$ cat src/rtl/dbg_pkg.sv
// dbg_pkg: shared types and constants for the debug scan controller.
//   - dbg_state_t : sequencer states
//   - dbg_gnt_t   : last-grant encoding used by the IDLE arbiter
//   - scan_advance: next scan address with wrap to the first address
package dbg_pkg;

    localparam int ADDR_W   = 6;
    localparam int REG_LAST = 31;

    typedef enum logic [2:0] {
        IDLE       = 3'd0,
        SCAN_ISSUE = 3'd1,
        SCAN_CAP   = 3'd2,
        REQ_ISSUE  = 3'd3,
        REQ_CAP    = 3'd4
    } dbg_state_t;

    typedef enum logic {
        GNT_SCAN = 1'b0,
        GNT_REQ  = 1'b1
    } dbg_gnt_t;

    // Step to the next scan address, wrapping from last back to first.
    function automatic logic [ADDR_W-1:0] scan_advance(
        input logic [ADDR_W-1:0] addr,
        input logic [ADDR_W-1:0] last,
        input logic [ADDR_W-1:0] first
    );
        logic [ADDR_W-1:0] nxt;
        if (addr >= last) begin
            nxt = first;
        end else begin
            nxt = addr + 6'd1;
        end
        return nxt;
    endfunction

endpackage

$ cat src/rtl/dbg_tick_gen.sv
// dbg_tick_gen: auto-step tick divider.
//   CLK, Reset : clock, asynchronous active-high reset
//   en         : count enable; counter is held at 0 while low
//   tick       : registered one-cycle pulse every TICK_DIV enabled cycles
module dbg_tick_gen #(
    parameter int unsigned TICK_DIV = 32'd50000000
) (
    input  logic CLK,
    input  logic Reset,
    input  logic en,
    output logic tick
);

    logic [31:0] cnt_r;

    // Free-running divider while enabled, pulse on the terminal count
    always_ff @(posedge CLK or posedge Reset) begin
        if (Reset) begin
            cnt_r <= 32'd0;
            tick  <= 1'b0;
        end else if (!en) begin
            cnt_r <= 32'd0;
            tick  <= 1'b0;
        end else if (cnt_r == (TICK_DIV - 32'd1)) begin
            cnt_r <= 32'd0;
            tick  <= 1'b1;
        end else begin
            cnt_r <= cnt_r + 32'd1;
            tick  <= 1'b0;
        end
    end

endmodule

$ cat src/rtl/debug_scan_ctrl.sv
// debug_scan_ctrl: sequencer/arbiter for the register-file and data-memory
// debug read ports. Generates the display scan address (auto tick or manual
// StepBtn) and shares the ports with a secondary valid/ready requester.
//   CLK, Reset               : clock, asynchronous active-high reset
//   Mode, Sel, StepBtn       : scan control (auto/manual, reg/mem, step)
//   DispReadReg/Mem          : debug read addresses (0 when not in use)
//   DispRegData/MemData      : debug read data, one-cycle latency
//   ScanAddr/ScanData/Valid  : captured scan result, one-cycle valid pulse
//   ReqValid/Sel/Addr/Ready  : secondary request handshake
//   RspValid/RspData         : secondary response, one-cycle valid pulse
// Build option: define DBG_SCAN_SKIP_R0_EN to skip register 0 in scans.
module debug_scan_ctrl
    import dbg_pkg::*;
#(
    parameter int unsigned TICK_DIV = 32'd50000000,
    parameter int unsigned MEM_LAST = 32'd63
) (
    input  logic        CLK,
    input  logic        Reset,
    input  logic        Mode,
    input  logic        Sel,
    input  logic        StepBtn,
    output logic [4:0]  DispReadReg,
    output logic [5:0]  DispReadMem,
    input  logic [31:0] DispRegData,
    input  logic [31:0] DispMemData,
    output logic [5:0]  ScanAddr,
    output logic [31:0] ScanData,
    output logic        ScanValid,
    input  logic        ReqValid,
    input  logic        ReqSel,
    input  logic [5:0]  ReqAddr,
    output logic        ReqReady,
    output logic        RspValid,
    output logic [31:0] RspData
);

    localparam logic [ADDR_W-1:0] MEM_LAST_A = ADDR_W'(MEM_LAST);
    localparam logic [ADDR_W-1:0] REG_LAST_A = ADDR_W'(REG_LAST);
`ifdef DBG_SCAN_SKIP_R0_EN
    localparam logic [ADDR_W-1:0] REG_FIRST  = 6'd1;
`else
    localparam logic [ADDR_W-1:0] REG_FIRST  = 6'd0;
`endif

    dbg_state_t        state_r;
    dbg_gnt_t          last_gnt_r;
    logic              pending_r;
    logic [ADDR_W-1:0] next_addr_r;
    logic [ADDR_W-1:0] scan_cur_r;
    logic              scan_sel_r;
    logic              req_sel_r;
    logic              btn_prev_r;
    logic              sel_prev_r;
    logic              mode_prev_r;
    logic              arm_r;

    logic              tick_s;
    logic              step_rise_s;
    logic              sel_chg_s;
    logic              mode_chg_s;
    logic              pend_set_s;
    logic              addr_rst_s;
    logic              scan_win_s;
    logic              req_win_s;
    logic [ADDR_W-1:0] first_addr_s;
    logic [ADDR_W-1:0] scan_addr_s;
    logic [ADDR_W-1:0] scan_last_s;
    logic [ADDR_W-1:0] scan_first_s;

    dbg_tick_gen #(.TICK_DIV(TICK_DIV)) u_tick (
        .CLK   (CLK),
        .Reset (Reset),
        .en    (Mode),
        .tick  (tick_s)
    );

    // Input history for edge/change detection; arm_r masks the first cycle
    // after reset so a Sel/Mode level held through reset is not a change.
    always_ff @(posedge CLK or posedge Reset) begin
        if (Reset) begin
            btn_prev_r  <= 1'b0;
            sel_prev_r  <= 1'b0;
            mode_prev_r <= 1'b0;
            arm_r       <= 1'b0;
        end else begin
            btn_prev_r  <= StepBtn;
            sel_prev_r  <= Sel;
            mode_prev_r <= Mode;
            arm_r       <= 1'b1;
        end
    end

    // Pending-scan sources, scan address selection and IDLE arbitration
    always_comb begin
        step_rise_s  = StepBtn & ~btn_prev_r;
        sel_chg_s    = arm_r & (Sel ^ sel_prev_r);
        mode_chg_s   = arm_r & (Mode ^ mode_prev_r);
        pend_set_s   = (tick_s & Mode) | (step_rise_s & ~Mode) | sel_chg_s | mode_chg_s;
        addr_rst_s   = sel_chg_s | ~arm_r;
        first_addr_s = Sel ? 6'd0 : REG_FIRST;
        scan_addr_s  = addr_rst_s ? first_addr_s : next_addr_r;
        scan_last_s  = scan_sel_r ? MEM_LAST_A : REG_LAST_A;
        scan_first_s = scan_sel_r ? 6'd0 : REG_FIRST;
        // Tie goes to whichever source was not granted last time.
        scan_win_s   = pending_r & (~ReqValid | (last_gnt_r == GNT_REQ));
        req_win_s    = ReqValid & ~scan_win_s;
    end

    // Sequencer: state, pending flag, scan address and all registered outputs
    always_ff @(posedge CLK or posedge Reset) begin
        if (Reset) begin
            state_r     <= IDLE;
            last_gnt_r  <= GNT_SCAN;
            pending_r   <= 1'b1;
            next_addr_r <= REG_FIRST;
            scan_cur_r  <= 6'd0;
            scan_sel_r  <= 1'b0;
            req_sel_r   <= 1'b0;
            DispReadReg <= 5'd0;
            DispReadMem <= 6'd0;
            ScanAddr    <= 6'd0;
            ScanData    <= 32'd0;
            ScanValid   <= 1'b0;
            ReqReady    <= 1'b0;
            RspValid    <= 1'b0;
            RspData     <= 32'd0;
        end else begin
            ScanValid <= 1'b0;
            ReqReady  <= 1'b0;
            RspValid  <= 1'b0;

            // Entry into SCAN_ISSUE consumes the flag; a same-cycle set
            // event is absorbed by the scan being started.
            if (state_r == IDLE && scan_win_s) begin
                pending_r <= 1'b0;
            end else begin
                pending_r <= pending_r | pend_set_s;
            end

            // Advance only if Sel is unchanged since the scan was issued;
            // otherwise the Sel change has already restarted the sequence.
            if (addr_rst_s) begin
                next_addr_r <= first_addr_s;
            end else if (state_r == SCAN_CAP && scan_sel_r == Sel) begin
                next_addr_r <= scan_advance(scan_cur_r, scan_last_s, scan_first_s);
            end else begin
                next_addr_r <= next_addr_r;
            end

            case (state_r)
                IDLE: begin
                    if (scan_win_s) begin
                        state_r     <= SCAN_ISSUE;
                        last_gnt_r  <= GNT_SCAN;
                        scan_sel_r  <= Sel;
                        scan_cur_r  <= scan_addr_s;
                        DispReadReg <= Sel ? 5'd0 : scan_addr_s[4:0];
                        DispReadMem <= Sel ? scan_addr_s : 6'd0;
                    end else if (req_win_s) begin
                        state_r     <= REQ_ISSUE;
                        last_gnt_r  <= GNT_REQ;
                        ReqReady    <= 1'b1;
                        req_sel_r   <= ReqSel;
                        DispReadReg <= ReqSel ? 5'd0 : ReqAddr[4:0];
                        DispReadMem <= ReqSel ? ReqAddr : 6'd0;
                    end else begin
                        DispReadReg <= 5'd0;
                        DispReadMem <= 6'd0;
                    end
                end
                SCAN_ISSUE: state_r <= SCAN_CAP;
                SCAN_CAP: begin
                    state_r     <= IDLE;
                    ScanAddr    <= scan_cur_r;
                    ScanData    <= scan_sel_r ? DispMemData : DispRegData;
                    ScanValid   <= 1'b1;
                    DispReadReg <= 5'd0;
                    DispReadMem <= 6'd0;
                end
                REQ_ISSUE: state_r <= REQ_CAP;
                REQ_CAP: begin
                    state_r     <= IDLE;
                    RspData     <= req_sel_r ? DispMemData : DispRegData;
                    RspValid    <= 1'b1;
                    DispReadReg <= 5'd0;
                    DispReadMem <= 6'd0;
                end
                default: begin
                    state_r     <= IDLE;
                    DispReadReg <= 5'd0;
                    DispReadMem <= 6'd0;
                end
            endcase
        end
    end

endmodule

$ cat config.mk
export PLATFORM = sky130hd
export DESIGN_NAME = debug_scan_ctrl
export DESIGN_NICKNAME = d
export VERILOG_FILES = /design/src/rtl/dbg_pkg.sv /design/src/rtl/dbg_tick_gen.sv /design/src/rtl/debug_scan_ctrl.sv
export SDC_FILE = /design/constraint.sdc
export NUM_CORES = 1
export LEC_CHECK = 0
export CORE_MARGIN = 3
export CORE_UTILIZATION = 50
export DETAILED_ROUTE_END_ITERATION = 10
export PLACE_DENSITY = 0.78
export SYNTH_ARGS = -nofsm -noshare
export SYNTH_HDL_FRONTEND = slang
export SYNTH_SLANG_ARGS = --single-unit
$ cat constraint.sdc
create_clock -name CLK -period 6.21 [get_ports CLK]
set_clock_uncertainty 0.15 [all_clocks]
set_input_delay 1.242 -clock CLK [delete_from_list [all_inputs] [get_ports CLK]]
set_output_delay 1.242 -clock CLK [all_outputs]
set_load 0.01 [all_outputs]
== Yosys cells after proc, flatten, opt, wreduce, memory -nomap -nowiden ==
Index checks and enable logic that the tools add are counted.
Word-level totals
  output and inout port bits: 84
  flip-flop bits (word level): 140
  bits of input ports: 77
Cells by class
  order comparisons: 1
  reduce and logical (&&, ||, !) cells: 9
  multiplexer cells: 32
  add/subtract/negate cells: 2
  bitwise gates (word level): 20
  eq/ne operators: 7
Operator list (number)
  32-bit 2-to-1 mux: 4
  6-bit 2-to-1 mux: 9
  32-bit by 1-bit adder with 32-bit output (second input constant): 1
  32-bit by 26-bit equality test with 1-bit output (second input constant): 1
  5-bit 2-to-1 mux: 4
  6-bit case mux with 2 select lines: 1
  1-bit 2-to-1 mux: 10
  5-bit case mux with 2 select lines: 1
  3-bit case mux with 3 select lines: 1
  1-bit bitwise AND: 7
  6-bit by 1-bit adder with 6-bit output (second input constant): 1
  3-bit by 2-bit equality test with 1-bit output (second input constant): 2
  6-bit >= comparator: 1
  3-bit 2-to-1 mux: 2
  1-bit OR: 6
  1-bit inverter: 5
  2-bit AND reduction: 2
  2-bit nonzero test: 2
  3-bit by 1-bit equality test with 1-bit output (second input constant): 1
  3-bit equality test (second input constant): 1
  3-bit zero test: 1
  3-bit != test (second input constant): 1
  3-bit AND reduction: 1
  1-bit logical AND: 2
  3 further kinds: 4

== Logic depth before layout (Yosys ltp) ==
Gate-level depths: netlist of run 1.
  word-level depth: 8
  mapped depth: 7
  depth with buffers taken out: 5

== Cells and area by module ==
Synthesis of run 1 repeated with hierarchy kept, for this count alone.
Second synthesis, totals
  cells, all modules: 618
  area, all modules: 6565.0 um2
By module, submodules not included
  debug_scan_ctrl: sequential area each 2678.8 um2, times used 1, cells an instance 431, area each 4705.8 um2
  dbg_tick_gen: sequential area each 825.8 um2, times used 1, cells an instance 187, area each 1859.3 um2

== Worst setup path after synthesis of run 1 ==
Ideal clock, no wire load.
  path type: input to register
  start: input port ReqValid
  end: register DispReadReg[0]
  required time: 5974 ps
  stages: 4
  library setup time: 86 ps
  path slack: 3849 ps
  data arrival time: 2125 ps
  cell sequence: nor2b_1 > nor4_1 > a221oi_1 > nor3_1
On the way
  cells in the longest elaborated chain, start to end: 8
Ends and longest elaborated chain
  start, declared: line debug_scan_ctrl.sv:30  | input logic ReqValid,
  1-bit inverter: line debug_scan_ctrl.sv:106  | scan_win_s = pending_r & (~ReqValid | (last_gnt_r == GNT_REQ));
  1-bit OR: line debug_scan_ctrl.sv:106
  1-bit bitwise AND: line debug_scan_ctrl.sv:106
  1-bit inverter (no line)
  1-bit bitwise AND: line debug_scan_ctrl.sv:107  | req_win_s = ReqValid & ~scan_win_s;
  5-bit 2-to-1 mux: line debug_scan_ctrl.sv:160  | end else if (req_win_s) begin
  5-bit 2-to-1 mux *: line debug_scan_ctrl.sv:153  | if (scan_win_s) begin
  5-bit case mux with 2 select lines *: line debug_scan_ctrl.sv:151  | case (state_r)
  end signal, assigned: line debug_scan_ctrl.sv:158  | DispReadReg <= Sel ? 5'd0 : scan_addr_s[4:0];
  end signal, assigned: line debug_scan_ctrl.sv:165  | DispReadReg <= ReqSel ? 5'd0 : ReqAddr[4:0];
  end, declared: line debug_scan_ctrl.sv:23  | output logic [4:0] DispReadReg,
Every way passes the cells marked *; elsewhere a longest branch is shown, timed or not.
A chain may end at the register's enable or synchronous reset.

== Worst setup path after layout of run 1 ==
  start: input port ReqValid
  end: register DispReadMem[0]
On the way
  cells in the longest elaborated chain, start to end: 8
Ends and longest elaborated chain
  1-bit inverter: line debug_scan_ctrl.sv:106
  1-bit OR: line debug_scan_ctrl.sv:106
  1-bit bitwise AND: line debug_scan_ctrl.sv:106
  1-bit inverter (no line)
  1-bit bitwise AND: line debug_scan_ctrl.sv:107
  6-bit 2-to-1 mux: line debug_scan_ctrl.sv:160
  6-bit 2-to-1 mux *: line debug_scan_ctrl.sv:153
  6-bit case mux with 2 select lines *: line debug_scan_ctrl.sv:151
  end signal, assigned: line debug_scan_ctrl.sv:159  | DispReadMem <= Sel ? scan_addr_s : 6'd0;
  end signal, assigned: line debug_scan_ctrl.sv:166  | DispReadMem <= ReqSel ? ReqAddr : 6'd0;
  end, declared: line debug_scan_ctrl.sv:24  | output logic [5:0] DispReadMem,
Marks and branches as above.

==> impl_metrics.py, run 1 <==
metrics = {
    "routing": {
        "vias_per_cell": 5.76,
        "wl_um": 18100,
        "drcViolationCount": 0,
        "drt_iter0_drc": 468,
        "ant_nets": 0,
        "route.vias.total": 5586,
        "wl_per_cell_um": 18.7,
        "first_pass_iters": 5,
    },
    "timing": {
        "slew_violations": 0,
        "relSlewSlack_pct": 22.8,
        "min_period_ns": 2.85,
        "worst_slew_pin_slew_ns": 1.16,
        "whs_ns": 0.303,
        "rsz0062_at_grt": "no",
        "fin_crit_sh_pct": 45.8,
        "setup_tns_ns": 0,
        "setup_ws_ns": 3.36,
        "fmax_ghz": 0.351,
        "finalHoldViolations": 0,
        "final-setup-viol-count": 0,
    },
    "finish": {
        "final_nets": 864,
        "utilization_pct": 69.5,
        "antenna_cells": 0,
        "areaGrowthSynthToFinish_pct": 33.7,
        "drive_gt1_share_pct": 8.03,
        "seq_area_um2": 3510,
        "multiInputGateArea_um2": 2920,
        "fill_cells": 967,
    },
    "cts": {
        "cts-resized-gates": 0,
        "htree_levels": 4,
        "clock_latency_ns": 0.42,
        "root_buffer": "clkbuf_16",
        "cts_tree": "built",
        "clk_path_buf_depth": 2,
        "clock_sinks": 140,
        "ctsHoldBuffers": 0,
        "post-cts-setup-buffer-count": 0,
        "path_clk_slew_ns": 0.06,
        "numCtsBuffers": 17,
    },
    "floorplan": {
        "design.portCount": 161,
        "core_um2": 12900,
        "die-area_um2": 14800,
        "die_h_um": 122,
        "start_util_pct": 52.0,
        "rows": 41,
        "die_w_um": 122,
    },
    "synthesis": {
        "yosysTopAreaCell": "dfrtp_1",
        "ys_top_cells_by_area": "dfrtp_1, mux2i_1, a21oi_1",
        "synth_area_um2": 6700,
        "ys.warnings.count": 0,
        "synthCells": 647,
        "ys_types": 57,
        "synthArstFlopShare_pct": 100,
        "synth_fp_nets": 727,
        "synth_ff_type": "dfrtp_1",
        "synthDominantCellAreaShare_pct": 51.9,
        "synth-edff-count": 0,
        "synth-seq-area-share_pct": 52.3,
        "avgSynthCellArea_um2": 10.4,
        "ys_ff_latch": 140,
    },
    "critical_path": {
        "reg2reg_from": "u_tick.cnt_r[24]",
        "timing.rr.end": "u_tick.cnt_r[11]",
        "critPathMaxStageDelay_ns": 0.53,
        "crit_chain": "clkdlybuf4s50_1 -> a21boi_0 -> and2_1 -> a221oi_1 -> nor3_1",
        "cp.required_ns": 6.38,
        "crit_cells": 5,
        "path_delay_family": "compound AO/OA/AOI/OAI gates",
        "cp_slowest_cell": "a21boi_0",
        "rrSetupSlack_ns": 3.52,
        "path_max_fanout": 6,
        "crit_path_end_kind": "flop",
        "r2r_cells": 4,
        "cp.arrival_ns": 3.01,
        "start_kind": "primary input",
        "critPathBufInv": 1,
        "worstSetupPathType": "in2reg",
    },
    "grt": {
        "antenna_found_initial": 0,
        "grt_first_pass_wirelength_um": 28900,
        "gr-total-overflow": 0,
        "grt_start_max_net_pins": 104,
        "grt_pass1_vias": 5615,
        "grt.total_usage_pct": 24.8,
    },
    "placement": {
        "routabilityCongestion": 0.866,
        "hpwl_um": 12500,
        "place_ws_ns": 3.03,
        "portBuffers": 160,
    },
    "power": {
        "p_per_area_nw_per_um2": 434,
        "power_mw": 3.89,
        "p_leak_nw": 3.75,
        "ir_worst_vdd_mv": 0.214,
    },
    "worst_hold_path": {
        "min_path_cells": 1,
        "min-delay-start": "u_tick.cnt_r[0]",
        "hold_class": "reg2reg",
        "whs_endpoint": "u_tick.cnt_r[0]",
    },
    "outcome": {
        "status": "completed",
    },
    "job": {
        "drv_cap": 0,
    },
}
## metal layers
| layer | vias to the layer above | routed length [µm] | global-route usage, % |
|---|---|---|---|
| met1 | 2745 | 7410 | 31.2 |
| met2 | 203 | 9130 | 41.5 |
| met4 | 0 | 447 | 10.9 |
| met5 | - | 0 | 0 |
| li1 | 2602 | - | - |
| met3 | 36 | 1100 | 5.43 |
## worst max-delay path by stage
stage / start / slack, ns / to
final: ReqValid / 3.36 / DispReadMem[0]
after global routing: ReqValid / 3.24 / DispReadMem[0]
after CTS: ReqValid / 3.42 / DispReadMem[0]
after detailed placement: ReqValid / 3.03 / DispReadMem[0]
after global placement: ReqValid / 3.11 / scan_sel_r
after floorplan: Reset / 1.07 / DispReadMem[0]
## area by class of cell
| cell class | instances | area share (%) |
|---|---|---|
| Multi-Input combinational cell | 454 | 32.6 |
| Sequential cell | 140 | 39.2 |
| Inverter | 9 | 0.433 |
| Tap cell | 172 | 2.40 |
| Clock inverter | 13 | 2.39 |
| Clock buffer | 19 | 4.95 |
| Timing Repair Buffer | 162 | 18.1 |
## cells by family after synthesis
group | share of synthesized area, %
compound gates | 12.1
xor+xnor | 2.48
fa+ha+maj | 0.560
buf+inv | 4.20
flops | 52.3
mux | 10.9
other cells | 0.0560
simple gates | 17.4
## registers in the layout, indices dropped and copies added, names as in the netlist, 3 cells and up
name / flops
ScanAddr: 6
state_r: 3
scan_cur_r: 6
next_addr_r: 6
DispReadReg: 5
RspData: 32
ScanData: 32
DispReadMem: 6
u_tick.cnt_r: 32
## layout by cell type (no fill, tap or decap), types with 3 or more instances in the layout
master / instances
a21oi_1: 84
and2_1: 8
ha_1: 3
mux2_2: 8
xnor2_1: 6
clkbuf_16: 17
or4_1: 6
inv_6: 3
nand4_1: 17
and3_1: 7
o21ai_0: 16
clkinvlp_4: 5
inv_1: 7
nor4_1: 5
o2bb2ai_1: 5
nor2_1: 90
nand3_1: 12
and4_2: 3
mux2i_1: 64
nor3_1: 16
and4_1: 4
a221oi_1: 10
nand4_2: 4
bufinv_16: 5
dfrtp_1: 137
xor2_1: 13
clkdlybuf4s50_1: 160
a31oi_1: 4
o31ai_1: 8
nand2_1: 27
or3_1: 7
nor2b_1: 3
## cells in the mapped netlist (3+ instances only)
| cell | number |
|---|---|
| buf_2 | 8 |
| nand4_1 | 17 |
| buf_6 | 3 |
| and4_2 | 3 |
| xnor2_1 | 6 |
| nand2_1 | 27 |
| a21oi_1 | 84 |
| ha_1 | 3 |
| inv_1 | 8 |
| nor2b_1 | 3 |
| and3_1 | 7 |
| a31oi_1 | 4 |
| mux2_2 | 8 |
| o2bb2ai_1 | 5 |
| a221oi_1 | 10 |
| nor2_1 | 90 |
| buf_1 | 10 |
| or3_1 | 7 |
| dfrtp_1 | 139 |
| nand4_2 | 4 |
| nor3_1 | 16 |
| o31ai_1 | 8 |
| nor4_1 | 5 |
| buf_4 | 4 |
| nand3_1 | 12 |
| and4_1 | 4 |
| o21ai_0 | 16 |
| clkbuf_1 | 14 |
| and2_1 | 9 |
| xor2_1 | 13 |
| mux2i_1 | 64 |
| or4_1 | 6 |
## worst register-to-register path, cell delays in order, from the launching register on
cell and delay (ns):
dfrtp_1 0.44, nor4b_1 0.45, nand4_1 0.37, o31ai_4 0.97, nor2_1 0.14
## metrics by stage
stage / cell area, µm² / std cells
final: 8950 / 969
after global routing: 8950 / 969
after CTS: 8950 / 969
after detailed placement: 8300 / 937
after global placement: 8300 / 937
after floorplan: 6700 / 647
## power by group
group / switching, mW / leakage (nW) / internal (mW)
registers: 0.278 / 1.71 / 1.16
clock network: 0.392 / 0.302 / 0.726
logic: 0.615 / 1.74 / 0.716
total: 1.28 / 3.75 / 2.60
Power figures use the tool's default switching activity.
==> inputs of run 2 (changes only) <==
- CORE_UTILIZATION: 50 -> 45
- PLACE_DENSITY: 0.78 -> 0.74
- clock period: 6.21 -> 2.55 ns (I/O delays scaled with it)
==> impl_metrics.py, run 2 (synthesized netlist as in run 1, its figures left out) <==
metrics = {
    "routing": {
        "drt_iter0_drc": 396,
        "ant_nets": 0,
        "wl_um": 17900,
        "drcViolationCount": 0,
        "first_pass_iters": 5,
        "wl_per_cell_um": 18.1,
        "vias_per_cell": 5.70,
        "route.vias.total": 5647,
    },
    "floorplan": {
        "die_w_um": 128,
        "design.portCount": 161,
        "start_util_pct": 47.2,
        "die_h_um": 128,
        "die-area_um2": 16400,
        "rows": 43,
        "core_um2": 14200,
    },
    "cts": {
        "clock_sinks": 140,
        "root_buffer": "clkbuf_16",
        "post-cts-setup-buffer-count": 0,
        "path_clk_slew_ns": 0.06,
        "cts-resized-gates": 0,
        "numCtsBuffers": 17,
        "cts_tree": "built",
        "clock_latency_ns": 0.41,
        "ctsHoldBuffers": 0,
        "clk_path_buf_depth": 2,
        "htree_levels": 4,
    },
    "power": {
        "p_leak_nw": 3.82,
        "ir_worst_vdd_mv": 0.480,
        "p_per_area_nw_per_um2": 1030,
    },
    "placement": {
        "place_ws_ns": 0.135,
        "routabilityCongestion": 0.894,
        "hpwl_um": 12800,
        "dp_cells": 958,
        "portBuffers": 160,
    },
    "timing": {
        "fmax_ghz": 0.439,
        "slew_violations": 0,
        "final-setup-viol-count": 0,
        "setup_ws_ns": 0.272,
        "fin_crit_sh_pct": 89.3,
        "relSlewSlack_pct": 58.5,
        "finalHoldViolations": 0,
        "min_period_ns": 2.28,
        "rsz0062_at_grt": "no",
        "setup_tns_ns": 0,
        "worst_slew_pin_slew_ns": 0.623,
    },
    "grt": {
        "grt.total_usage_pct": 22.2,
        "grt_start_max_net_pins": 74,
        "grt_first_pass_wirelength_um": 29000,
        "antenna_found_initial": 0,
        "gr-total-overflow": 0,
        "grt_pass1_vias": 5568,
    },
    "finish": {
        "drive_gt1_share_pct": 9.38,
        "areaGrowthSynthToFinish_pct": 35.4,
        "final_common_cell": "clkdlybuf4s50_1",
        "layout.cells.most_common_list": "clkdlybuf4s50_1, dfrtp_1, nor2_1, a21oi_1, mux2i_1",
        "final_nets": 877,
        "final_cells": 990,
        "antenna_cells": 0,
        "reg.largest.list": "RspData x32, ScanData x32, u_tick.cnt_r x32",
    },
    "critical_path": {
        "cp.required_ns": 2.69,
        "path_delay_family": "simple AND/OR/NAND/NOR gates",
        "critPathBufInv": 1,
        "crit_chain": "nor4b_1 -> nand4_1 -> o31ai_4 -> buf_4 -> a21oi_1",
        "path_max_fanout": 9,
        "rrSetupSlack_ns": 0.27,
        "cp_slowest_cell": "o31ai_4",
        "crit_path_end_kind": "flop",
        "cp.arrival_ns": 2.42,
        "start_kind": "flop",
        "worstSetupPathType": "reg2reg",
        "critPathMaxStageDelay_ns": 0.48,
    },
    "worst_hold_path": {
        "hold_class": "in2async",
    },
    "job": {
        "drv_cap": 0,
    },
    "outcome": {
        "status": "completed",
    },
}
[run 2: through the flow]
step                util (%)  hold slack (ns)  area (µm²)  total power [mW]
finish                  63.9            0.226        9070              9.33
global route            63.9            0.215        9070              9.87
CTS                     63.9            0.215        9070              9.41
detailed placement      59.5            0.300        8450              6.83
global placement        59.5            0.288        8450              6.74
floorplan                  -            0.274        6700              5.12
[run 2: cell type report]
| cell class | count | area (µm²) |
|---|---|---|
| multi-input combinational | 454 | 2920 |
| fill | 1119 | 5130 |
| timing repair buffer | 175 | 1760 |
| clock inverter | 12 | 170 |
| tap | 180 | 225 |
| inverter | 9 | 37.5 |
| sequential | 140 | 3510 |
| clock buffer | 20 | 447 |
[run 2: report_power, final]
part / internal [mW] / leakage (nW) / total (mW) / switching (mW)
logic: 1.80 / 1.82 / 3.53 / 1.72
clock network: 1.66 / 0.304 / 2.56 / 0.908
registers: 2.83 / 1.71 / 3.24 / 0.410
total: 6.29 / 3.82 / 9.33 / 3.04
[run 2: worst paths after layout]
kind / startpoint / to / depth (start not counted)
max: u_tick.cnt_r[24] / u_tick.cnt_r[22] / 5
min: Reset / RspData[6] / 2
max reg2reg: u_tick.cnt_r[24] / u_tick.cnt_r[22] / 5
min reg2reg: u_tick.cnt_r[0] / u_tick.cnt_r[0] / 1
max in group asynchronous: Reset / req_sel_r / 3
min in group CLK: u_tick.cnt_r[0] / u_tick.cnt_r[0] / 1
[run 2: metal layers]
| layer | wire, µm | share of wire (%) | track usage, % |
|---|---|---|---|
| met5 | 0 | 0 | 0 |
| met4 | 342 | 1.9 | 7.43 |
| met3 | 1010 | 5.6 | 5.00 |
| met2 | 9250 | 52 | 38.0 |
| met1 | 7330 | 41 | 27.9 |
